**config.mk**
```make
export PLATFORM = sky130hd
export DESIGN_NAME = mcu_subsys_mem_loader
export DESIGN_NICKNAME = d
export VERILOG_FILES = /design/src/rtl/mcu_subsys_mem_loader.sv
export SDC_FILE = /design/constraint.sdc
export NUM_CORES = 1
export LEC_CHECK = 0
export ABC_CLOCK_PERIOD_IN_PS = 5800
export CAP_MARGIN = 20
export CORE_MARGIN = 4
export CORE_UTILIZATION = 45
export DETAILED_ROUTE_END_ITERATION = 10
export PLACE_DENSITY = 0.88
export SYNTH_ARGS = -nofsm -noshare
export SYNTH_HDL_FRONTEND = slang
export SYNTH_SLANG_ARGS = --single-unit
```
**constraint.sdc**
```tcl
create_clock -name clk -period 5.8 [get_ports clk]
set_clock_uncertainty 0.2 [all_clocks]
set_input_delay 1.16 -clock clk [delete_from_list [all_inputs] [get_ports clk]]
set_output_delay 1.16 -clock clk [all_outputs]
set_load 0.1 [all_outputs]
```
**src/rtl/mcu_subsys_mem_loader.sv**
```systemverilog
// Packs a byte stream little-endian into 32-bit words and writes them to MCU SRAM.
// Define MCU_LOADER_VERIFY_EN to read back and compare every written word.
module mcu_subsys_mem_loader #(
    parameter int LEN_W    = 16,
    parameter int WAIT_MAX = 255
) (
    input  logic             clk,
    input  logic             rst_n,
    input  logic             start,
    input  logic [31:0]      base_addr,
    input  logic [LEN_W-1:0] len_bytes,
    output logic             busy,
    output logic             done,
    output logic             err,
    input  logic             s_valid,
    output logic             s_ready,
    input  logic [7:0]       s_data,
    output logic             mem_valid,
    input  logic             mem_ready,
    output logic [31:0]      mem_addr,
    output logic [31:0]      mem_wdata,
    output logic [3:0]       mem_wstrb,
    input  logic [31:0]      mem_rdata
);

    localparam int WAIT_W = $clog2(WAIT_MAX + 1);

    localparam logic [2:0] S_IDLE    = 3'd0;
    localparam logic [2:0] S_COLLECT = 3'd1;
    localparam logic [2:0] S_WRITE   = 3'd2;
    localparam logic [2:0] S_DONE    = 3'd3;
`ifdef MCU_LOADER_VERIFY_EN
    localparam logic [2:0] S_VERIFY  = 3'd4;
`endif

    logic [2:0]        state_q, state_d;
    logic [31:0]       addr_q, addr_d;
    logic [31:0]       buf_q, buf_d;
    logic [3:0]        strb_q, strb_d;
    logic [1:0]        idx_q, idx_d;
    logic [LEN_W-1:0]  remain_q, remain_d;
    logic [WAIT_W-1:0] wait_q, wait_d;
    logic              err_q, err_d;
    logic              word_done;
    logic              in_bus;

`ifdef MCU_LOADER_VERIFY_EN
    logic [31:0] lane_mask;
    assign lane_mask = {{8{strb_q[3]}}, {8{strb_q[2]}}, {8{strb_q[1]}}, {8{strb_q[0]}}};
    assign in_bus    = (state_q == S_WRITE) || (state_q == S_VERIFY);
`else
    logic unused_rdata;
    assign unused_rdata = ^mem_rdata;
    assign in_bus       = (state_q == S_WRITE);
`endif

    always_comb begin
        // NOTE: every variable gets its hold value first so no path can infer a latch.
        state_d   = state_q;
        addr_d    = addr_q;
        buf_d     = buf_q;
        strb_d    = strb_q;
        idx_d     = idx_q;
        remain_d  = remain_q;
        wait_d    = wait_q;
        err_d     = err_q;
        word_done = 1'b0;

        case (state_q)
            S_IDLE: begin
                if (start) begin
                    addr_d   = base_addr & ~32'h3;
                    remain_d = len_bytes;
                    err_d    = 1'b0;
                    buf_d    = '0;
                    strb_d   = '0;
                    idx_d    = '0;
                    state_d  = (len_bytes == '0) ? S_DONE : S_COLLECT;
                end
            end
            S_COLLECT: begin
                if (s_valid) begin
                    buf_d[{idx_q, 3'b000} +: 8] = s_data;
                    strb_d[idx_q]               = 1'b1;
                    remain_d                    = remain_q - 1'b1;
                    idx_d                       = idx_q + 2'd1;
                    if (idx_q == 2'd3 || remain_q == LEN_W'(1)) begin
                        state_d = S_WRITE;
                        wait_d  = '0;
                    end
                end
            end
            S_WRITE: begin
                if (mem_ready) begin
`ifdef MCU_LOADER_VERIFY_EN
                    state_d = S_VERIFY;
                    wait_d  = '0;
`else
                    word_done = 1'b1;
`endif
                end
            end
`ifdef MCU_LOADER_VERIFY_EN
            S_VERIFY: begin
                if (mem_ready) begin
                    if (((mem_rdata ^ buf_q) & lane_mask) != '0) begin
                        err_d   = 1'b1;
                        state_d = S_DONE;
                    end else begin
                        word_done = 1'b1;
                    end
                end
            end
`endif
            S_DONE:  state_d = S_IDLE;
            default: state_d = S_IDLE;
        endcase

        // Shared bus timeout for the write and the optional read-back.
        if (in_bus && !mem_ready) begin
            if (wait_q == WAIT_W'(WAIT_MAX - 1)) begin
                err_d   = 1'b1;
                state_d = S_DONE;
            end else begin
                wait_d = wait_q + 1'b1;
            end
        end

        if (word_done) begin
            addr_d  = addr_q + 32'd4;
            buf_d   = '0;
            strb_d  = '0;
            idx_d   = '0;
            state_d = (remain_q == '0) ? S_DONE : S_COLLECT;
        end
    end

    // NOTE: sequential state uses non-blocking assignments so all flops update together.
    always_ff @(posedge clk or negedge rst_n) begin
        if (!rst_n) begin
            state_q  <= S_IDLE;
            addr_q   <= '0;
            buf_q    <= '0;
            strb_q   <= '0;
            idx_q    <= '0;
            remain_q <= '0;
            wait_q   <= '0;
            err_q    <= 1'b0;
        end else begin
            state_q  <= state_d;
            addr_q   <= addr_d;
            buf_q    <= buf_d;
            strb_q   <= strb_d;
            idx_q    <= idx_d;
            remain_q <= remain_d;
            wait_q   <= wait_d;
            err_q    <= err_d;
        end
    end

    assign busy      = (state_q != S_IDLE);
    assign done      = (state_q == S_DONE);
    assign err       = err_q;
    assign s_ready   = (state_q == S_COLLECT);
    assign mem_valid = in_bus;
    assign mem_addr  = addr_q;
    assign mem_wdata = buf_q;
    assign mem_wstrb = (state_q == S_WRITE) ? strb_q : 4'b0000;

endmodule

```
==> impl_metrics.csv, run 1 <==
group,metric,value,unit
floorplanning,die_x,113,um
logic_synthesis,netlist_instances,517,
logic_synthesis,synthTopCellsByArea,"dfrtp_1 48%, a22o_1 5.6%, a21oi_1 4.1%, nor2_1 3.2%, nand2_1 3.0%",
flow_run,maxCapViolCount,0,
hold_path,hold_start,"err",
setup_path,arrival,3230,ps
logic_synthesis,syn_area,5000,sq um
floorplanning,dieArea,12900,sq um
hold_path,min_to,"err",
final_layout,fillerInstances,917,
final_layout,nets,739,
sta,worst_slew_pin_slew,1040,ps
logic_synthesis,async_reset_ff_share,100,%
logic_synthesis,synth-seq-area-share,48.0,%
hold_path,hold_path.class,"register to register",
logic_synthesis,ys_ff_latch,96,
route,first_pass_iters,6,
global_route,grt_pass1_vias,4583,
floorplanning,die_h,113,um
setup_path,slowest_stage,"clkdlybuf4s50_1",
clocking,cts.clk_slew.worst_paths,100,ps
global_route,track_usage,22.0,%
sta,relSlewSlack,30.3,%
clocking,root_buffer,"clkbuf_8",
setup_path,r2r-end,"mem_wdata[12]",
setup_path,critPathKind,"register to output port",
sta,post-route-min-period,4590,ps
final_layout,area_growth,31.5,%
route,wirelength,14400,um
setup_path,cp.required,4440,ps
final_layout,insertedDiodeCount,0,
clocking,clockBufferDepth,2,
placed_design,postPlaceCellArea,6370,sq um
power_and_ir_drop,p_leak,2.58,nW
logic_synthesis,yosysUniqueCellTypes,61,
floorplanning,pin_count,166,
setup_path,cp_cell_sequence,"nor2_1 > nand2_1 > buf_4 > inv_1 > clkdlybuf4s50_1",
clocking,worstSkewPairLatency,380,ps
logic_synthesis,syn_area_per_cell,9.68,sq um
hold_path,min_path_cells,1,
setup_path,cp-start-kind,"register",
status,status,"complete, no violations",
placed_design,dpl.hpwl,10200,um
floorplanning,initial_core_util,46.2,%
power_and_ir_drop,ir_drop,0.279,mV
global_route,antenna_found_initial,0,
route,drcViolationCount,0,
sta,finalSetupViolCount,0,
route,routed-via-count,4744,
logic_synthesis,synth_top_area_share,48.0,%
route,drt_iter0_drc,568,
sta,slew_viol_final,0,
power_and_ir_drop,pwr_density_cell,357,nW/um^2
logic_synthesis,ys.flop_type,"dfrtp_1",
final_layout,final_layout_size_suffix_gt1_share,5.46,%
floorplanning,rows,38,
sta,fin_setup_tns,0,ps
global_route,grt_use_met2,35.5,%
setup_path,critPathCaptureType,"output port",
clocking,cts_buffers,9,
final_layout,layout_commonest_cell,"clkdlybuf4s50_1",
logic_synthesis,synth_area_leader_cell,"dfrtp_1",
setup_path,reg2regPathDepth,8,
sta,hold_violations,0,
sta,fmax,0.218,GHz
setup_path,r2r_setup_slack,2400,ps
global_route,gr-max-usage-layer,"met2",
logic_synthesis,synth_edf_count,0,
final_layout,final_cell_mix,"128 x clkdlybuf4s50_1, 96 x dfrtp_1, 42 x nor2_1",
global_route,grtUsageMet1,29.5,%
floorplanning,placeableCoreArea,10800,sq um
final_layout,design_area,6580,sq um
clocking,holdBufCountCts,0,
placed_design,port_buffers,129,
sta,rsz0062_at_grt,"no",
global_route,gr-total-overflow,0,
sta,period_share,79.1,%
setup_path,crit_family,"buffers and inverters",
clocking,tritoncts,"yes",
setup_path,cp_max_fo,30,
route,vias_per_cell,6.07,
clocking,cts_max_level,3,
clocking,clock_sinks,96,
setup_path,worst-path-buf-inv,3,
placed_design,place_congestion,0.927,
logic_synthesis,yosys_warnings,0,
setup_path,max_stage_delay,1260,ps
route,final_antenna_net_count,0,
clocking,cts_resized,0,
clocking,postCtsSetupBuffers,0,
setup_path,r2r-start,"state_q[2]",
route,wl_per_cell,18.4,um
global_route,met3_usage,5.15,%
global_route,grt_max_degree,69,
global_route,grt_pass1_wl,23100,um
-- routing by layer --
layer	share of wire, %	wire (um)	vias up
met5	0	0	-
met4	1.9	279	0
met3	9.1	1310	29
met2	48	6880	259
met1	41	5890	2269
li1	-	-	2187
-- layout make-up --
type | instances | area [sq um] | area share (%)
Inverter | 15 | 56.3 | 0.856
Clock buffer | 9 | 124 | 1.88
Tap cell | 140 | 175 | 2.66
Clock inverter | 7 | 72.6 | 1.10
Multi-Input combinational cell | 382 | 2430 | 37.0
Timing Repair Buffer | 132 | 1320 | 20.0
Sequential cell | 96 | 2400 | 36.5
-- cell families after synthesis --
kind of cell               after synthesis  share of synthesized area [%]
AOI/OAI and AO/OA                      152                           20.4
xor gates and xnor gates                 4                          0.700
adders and majority gates               10                           2.50
buffers and inverters                   41                           3.53
DFF                                     96                           48.0
muxes                                    5                           1.03
other                                    1                         0.0749
and+or+nand+nor                        208                           23.8
-- worst max path at each step --
| stage | startpoint | end | depth (start not counted) |
|---|---|---|---|
| 2_1_floorplan | state_q[2] | mem_wstrb[0] | 3 |
| 3_3_place_gp | state_q[2] | s_ready | 5 |
| 5_1_grt | state_q[2] | s_ready | 5 |
| 6_report | state_q[2] | s_ready | 5 |
| 4_1_cts | state_q[2] | s_ready | 5 |
| 3_5_place_dp | state_q[2] | s_ready | 5 |
-- worst register-to-register path, delay by kind of cell (launching register included) --
kind,cells,cell delay [ps]
AOI/OAI and AO/OA,2,460
buffers and inverters,2,760
DFF,1,510
and+or+nand+nor,4,1410
-- per-stage QoR --
step	hold slack (ps)	worst slack (ps)	util (%)	power, mW	std cells
floorplan	250	549	-	1.63	519
global placement	261	1730	58.8	1.88	764
detailed placement	274	1670	58.8	1.91	764
CTS	288	1240	60.6	2.35	780
global route	312	1110	60.7	2.45	781
finish	288	1210	60.7	2.35	781
-- state kept, by name, indices dropped and copies added, names as in the netlist --
register and flops:
strb_q 4, err 1, remain_q 16, idx_q 2, wait_q 8, mem_wdata 32, state_q 3, mem_addr 30
-- synth_stat cells, drive strengths merged (2+ instances only) --
| cell type | number |
|---|---|
| nor3b | 3 |
| and3 | 3 |
| nor4b | 4 |
| o22a | 2 |
| nand4 | 15 |
| nand3 | 16 |
| o22ai | 12 |
| nand3b | 2 |
| a21boi | 2 |
| inv | 15 |
| or4 | 3 |
| or3 | 11 |
| ha | 10 |
| xnor2 | 3 |
| o21ai | 26 |
| nor3 | 28 |
| a211oi | 7 |
| clkbuf | 15 |
| or2 | 6 |
| a311oi | 3 |
| nor4 | 14 |
| nand4b | 2 |
| a2bb2oi | 2 |
| nand2 | 40 |
| buf | 11 |
| and2 | 7 |
| o311ai | 5 |
| and4 | 5 |
| nor2 | 43 |
| a22o | 32 |
| mux2i | 4 |
| a22oi | 4 |
| a21oi | 41 |
| dfrtp | 96 |
| o211ai | 9 |
-- report_power, final --
group          internal (mW)  switching [mW]  leakage, nW
combinational          0.270           0.718         1.26
sequential             0.774           0.145         1.23
clock                  0.170           0.273       0.0970
No activity file was read; power rests on OpenSTA's default activity.
==> run 2: changes to the inputs <==
--- a/config.mk
+++ b/config.mk
@@ -5,7 +5,7 @@
 export SDC_FILE = /design/constraint.sdc
 export NUM_CORES = 1
 export LEC_CHECK = 0
-export ABC_CLOCK_PERIOD_IN_PS = 5800
+export ABC_CLOCK_PERIOD_IN_PS = 4300
 export CAP_MARGIN = 20
 export CORE_MARGIN = 4
 export CORE_UTILIZATION = 45
==> constraint.sdc (replaced) <==
create_clock -name clk -period 4.3 [get_ports clk]
set_clock_uncertainty 0.2 [all_clocks]
set_input_delay 0.86 -clock clk [delete_from_list [all_inputs] [get_ports clk]]
set_output_delay 0.86 -clock clk [all_outputs]
set_load 0.1 [all_outputs]
==> run 2 against run 1 <==
Register-to-register slack worse by 960 ps. Sequential share of layout area down 0.15 points. Worst setup slack worse by 350 ps. Critical path depth down 3. Flip-flop and latch count unchanged. Highest routed layer unchanged. Cell count up 0.38%. Non-clock buffer count up 3. Largest cell class unchanged. Critical endpoint is now busy. First-iteration DRC count down 19%. Final area up 0.42%. Sequential power up 35%.
==> impl_metrics.csv, run 2 (same netlist as run 1, synthesis figures left out) <==
group,metric,value,unit
final_layout,final_cell_mix,"121 x clkdlybuf4s50_1, 96 x dfrtp_1, 42 x nor2_1",
sta,setup_slack,863,ps
clocking,clockBufferDepth,2,
final_layout,largest_reg_flops,32,
route,drcViolationCount,0,
sta,hold_violations,0,
sta,worst_slew_pin_slew,1010,ps
clocking,cts_buffers,9,
global_route,track_usage,21.9,%
route,vias_per_cell,6.05,
sta,post-route-min-period,3440,ps
floorplanning,dieArea,12900,sq um
global_route,grt_pass1_wl,23100,um
clocking,tritoncts,"yes",
clocking,clock_sinks,96,
final_layout,design_area,6610,sq um
placed_design,placed_cells,768,
floorplanning,pin_count,166,
hold_path,hold_path.class,"register to register",
global_route,antenna_found_initial,0,
final_layout,area_growth,32.1,%
setup_path,critPathKind,"register to output port",
clocking,holdBufCountCts,0,
route,drt_iter0_drc,462,
setup_path,cp.required,3240,ps
sta,fmax,0.291,GHz
sta,relSlewSlack,32.7,%
final_layout,layout_commonest_cell,"clkdlybuf4s50_1",
final_layout,nets,742,
route,wirelength,14200,um
floorplanning,placeableCoreArea,10800,sq um
sta,finalSetupViolCount,0,
final_layout,final_util,61.0,%
setup_path,max_stage_delay,1000,ps
setup_path,slowest_stage,"clkdlybuf4s50_1",
power_and_ir_drop,p_leak,2.63,nW
final_layout,final_cells,784,
route,routed-via-count,4740,
floorplanning,initial_core_util,46.2,%
placed_design,dpl_worst_slack,752,ps
floorplanning,die_h,113,um
placed_design,port_buffers,129,
flow_run,maxCapViolCount,0,
setup_path,critPathCaptureType,"output port",
setup_path,cp-start-kind,"register",
status,status,"complete, no violations",
placed_design,dpl.hpwl,10300,um
power_and_ir_drop,ir_drop,0.324,mV
floorplanning,die_x,113,um
clocking,cts_resized,0,
global_route,grt_max_degree,75,
final_layout,final_layout_size_suffix_gt1_share,7.14,%
setup_path,cp_cell_sequence,"or3_1 > clkdlybuf4s50_1",
floorplanning,rows,38,
global_route,grt_pass1_vias,4644,
route,first_pass_iters,6,
clocking,cts.clk_slew.worst_paths,100,ps
setup_path,arrival,2380,ps
final_layout,insertedDiodeCount,0,
power_and_ir_drop,p_total,3.23,mW
sta,period_share,79.9,%
clocking,root_buffer,"clkbuf_8",
clocking,postCtsSetupBuffers,0,
clocking,cts_max_level,3,
global_route,gr-total-overflow,0,
clocking,worstSkewPairLatency,370,ps
sta,slew_viol_final,0,
setup_path,cp_max_fo,9,
sta,rsz0062_at_grt,"no",
placed_design,place_congestion,0.920,
sta,fin_setup_tns,0,ps
sta,worst_hold_slack,285,ps
power_and_ir_drop,pwr_density_cell,488,nW/um^2
placed_design,postPlaceCellArea,6390,sq um
route,final_antenna_net_count,0,
route,wl_per_cell,18.1,um
-- run 2: cell count changes in the layout (fill, tap and decap cells not counted), sizes merged --
cell,change
clkinvlp,-1
clkdlybuf4s50,-7
buf,+10
bufinv,+1
-- run 2: worst max-delay path: cells and delay by family, from the launching register on --
kind                   cells  cell delay, ps
buffers and inverters      1            1000
DFF                        1             530
and+or+nand+nor            1             490
-- run 2: power breakdown --
group | switching (mW) | internal (mW) | leakage, nW
Combinational | 0.970 | 0.365 | 1.29
Clock | 0.368 | 0.290 | 0.113
Sequential | 0.191 | 1.04 | 1.23
-- run 2: area by class of cell --
| type | count | area, sq um |
|---|---|---|
| clock buffer | 9 | 124 |
| timing repair buffer | 135 | 1320 |
| multi-input combinational | 382 | 2440 |
| inverter | 15 | 56.3 |
| clock inverter | 7 | 97.6 |
| fill | 909 | 4230 |
| sequential | 96 | 2400 |
| tap | 140 | 175 |
-- run 2: path summary, 6_finish.rpt --
check | endpoint | cells past startpoint | from | slack, ps
setup reg to reg | mem_wdata[30] | 8 | state_q[2] | 1440
hold reg to reg | wait_q[6] | 1 | wait_q[6] | 290
hold / removal | wait_q[6] | 1 | wait_q[6] | 290
setup / recovery | busy | 2 | state_q[2] | 860
max in group asynchronous | mem_wdata[30] | 2 | rst_n | 2720
min in group asynchronous | mem_addr[22] | 1 | rst_n | 420
-- run 2: per-layer routing --
layer  part of all wire (%)  GRT usage [%]  routed length, um  vias to the layer above
met3                    6.9           4.19                974                       25
met1                     43           30.1               6120                     2316
met5                      0              0                  0                        -
met4                    1.4           5.77                201                        0
met2                     49           35.7               6890                      209
li1                       -              -                  -                     2190
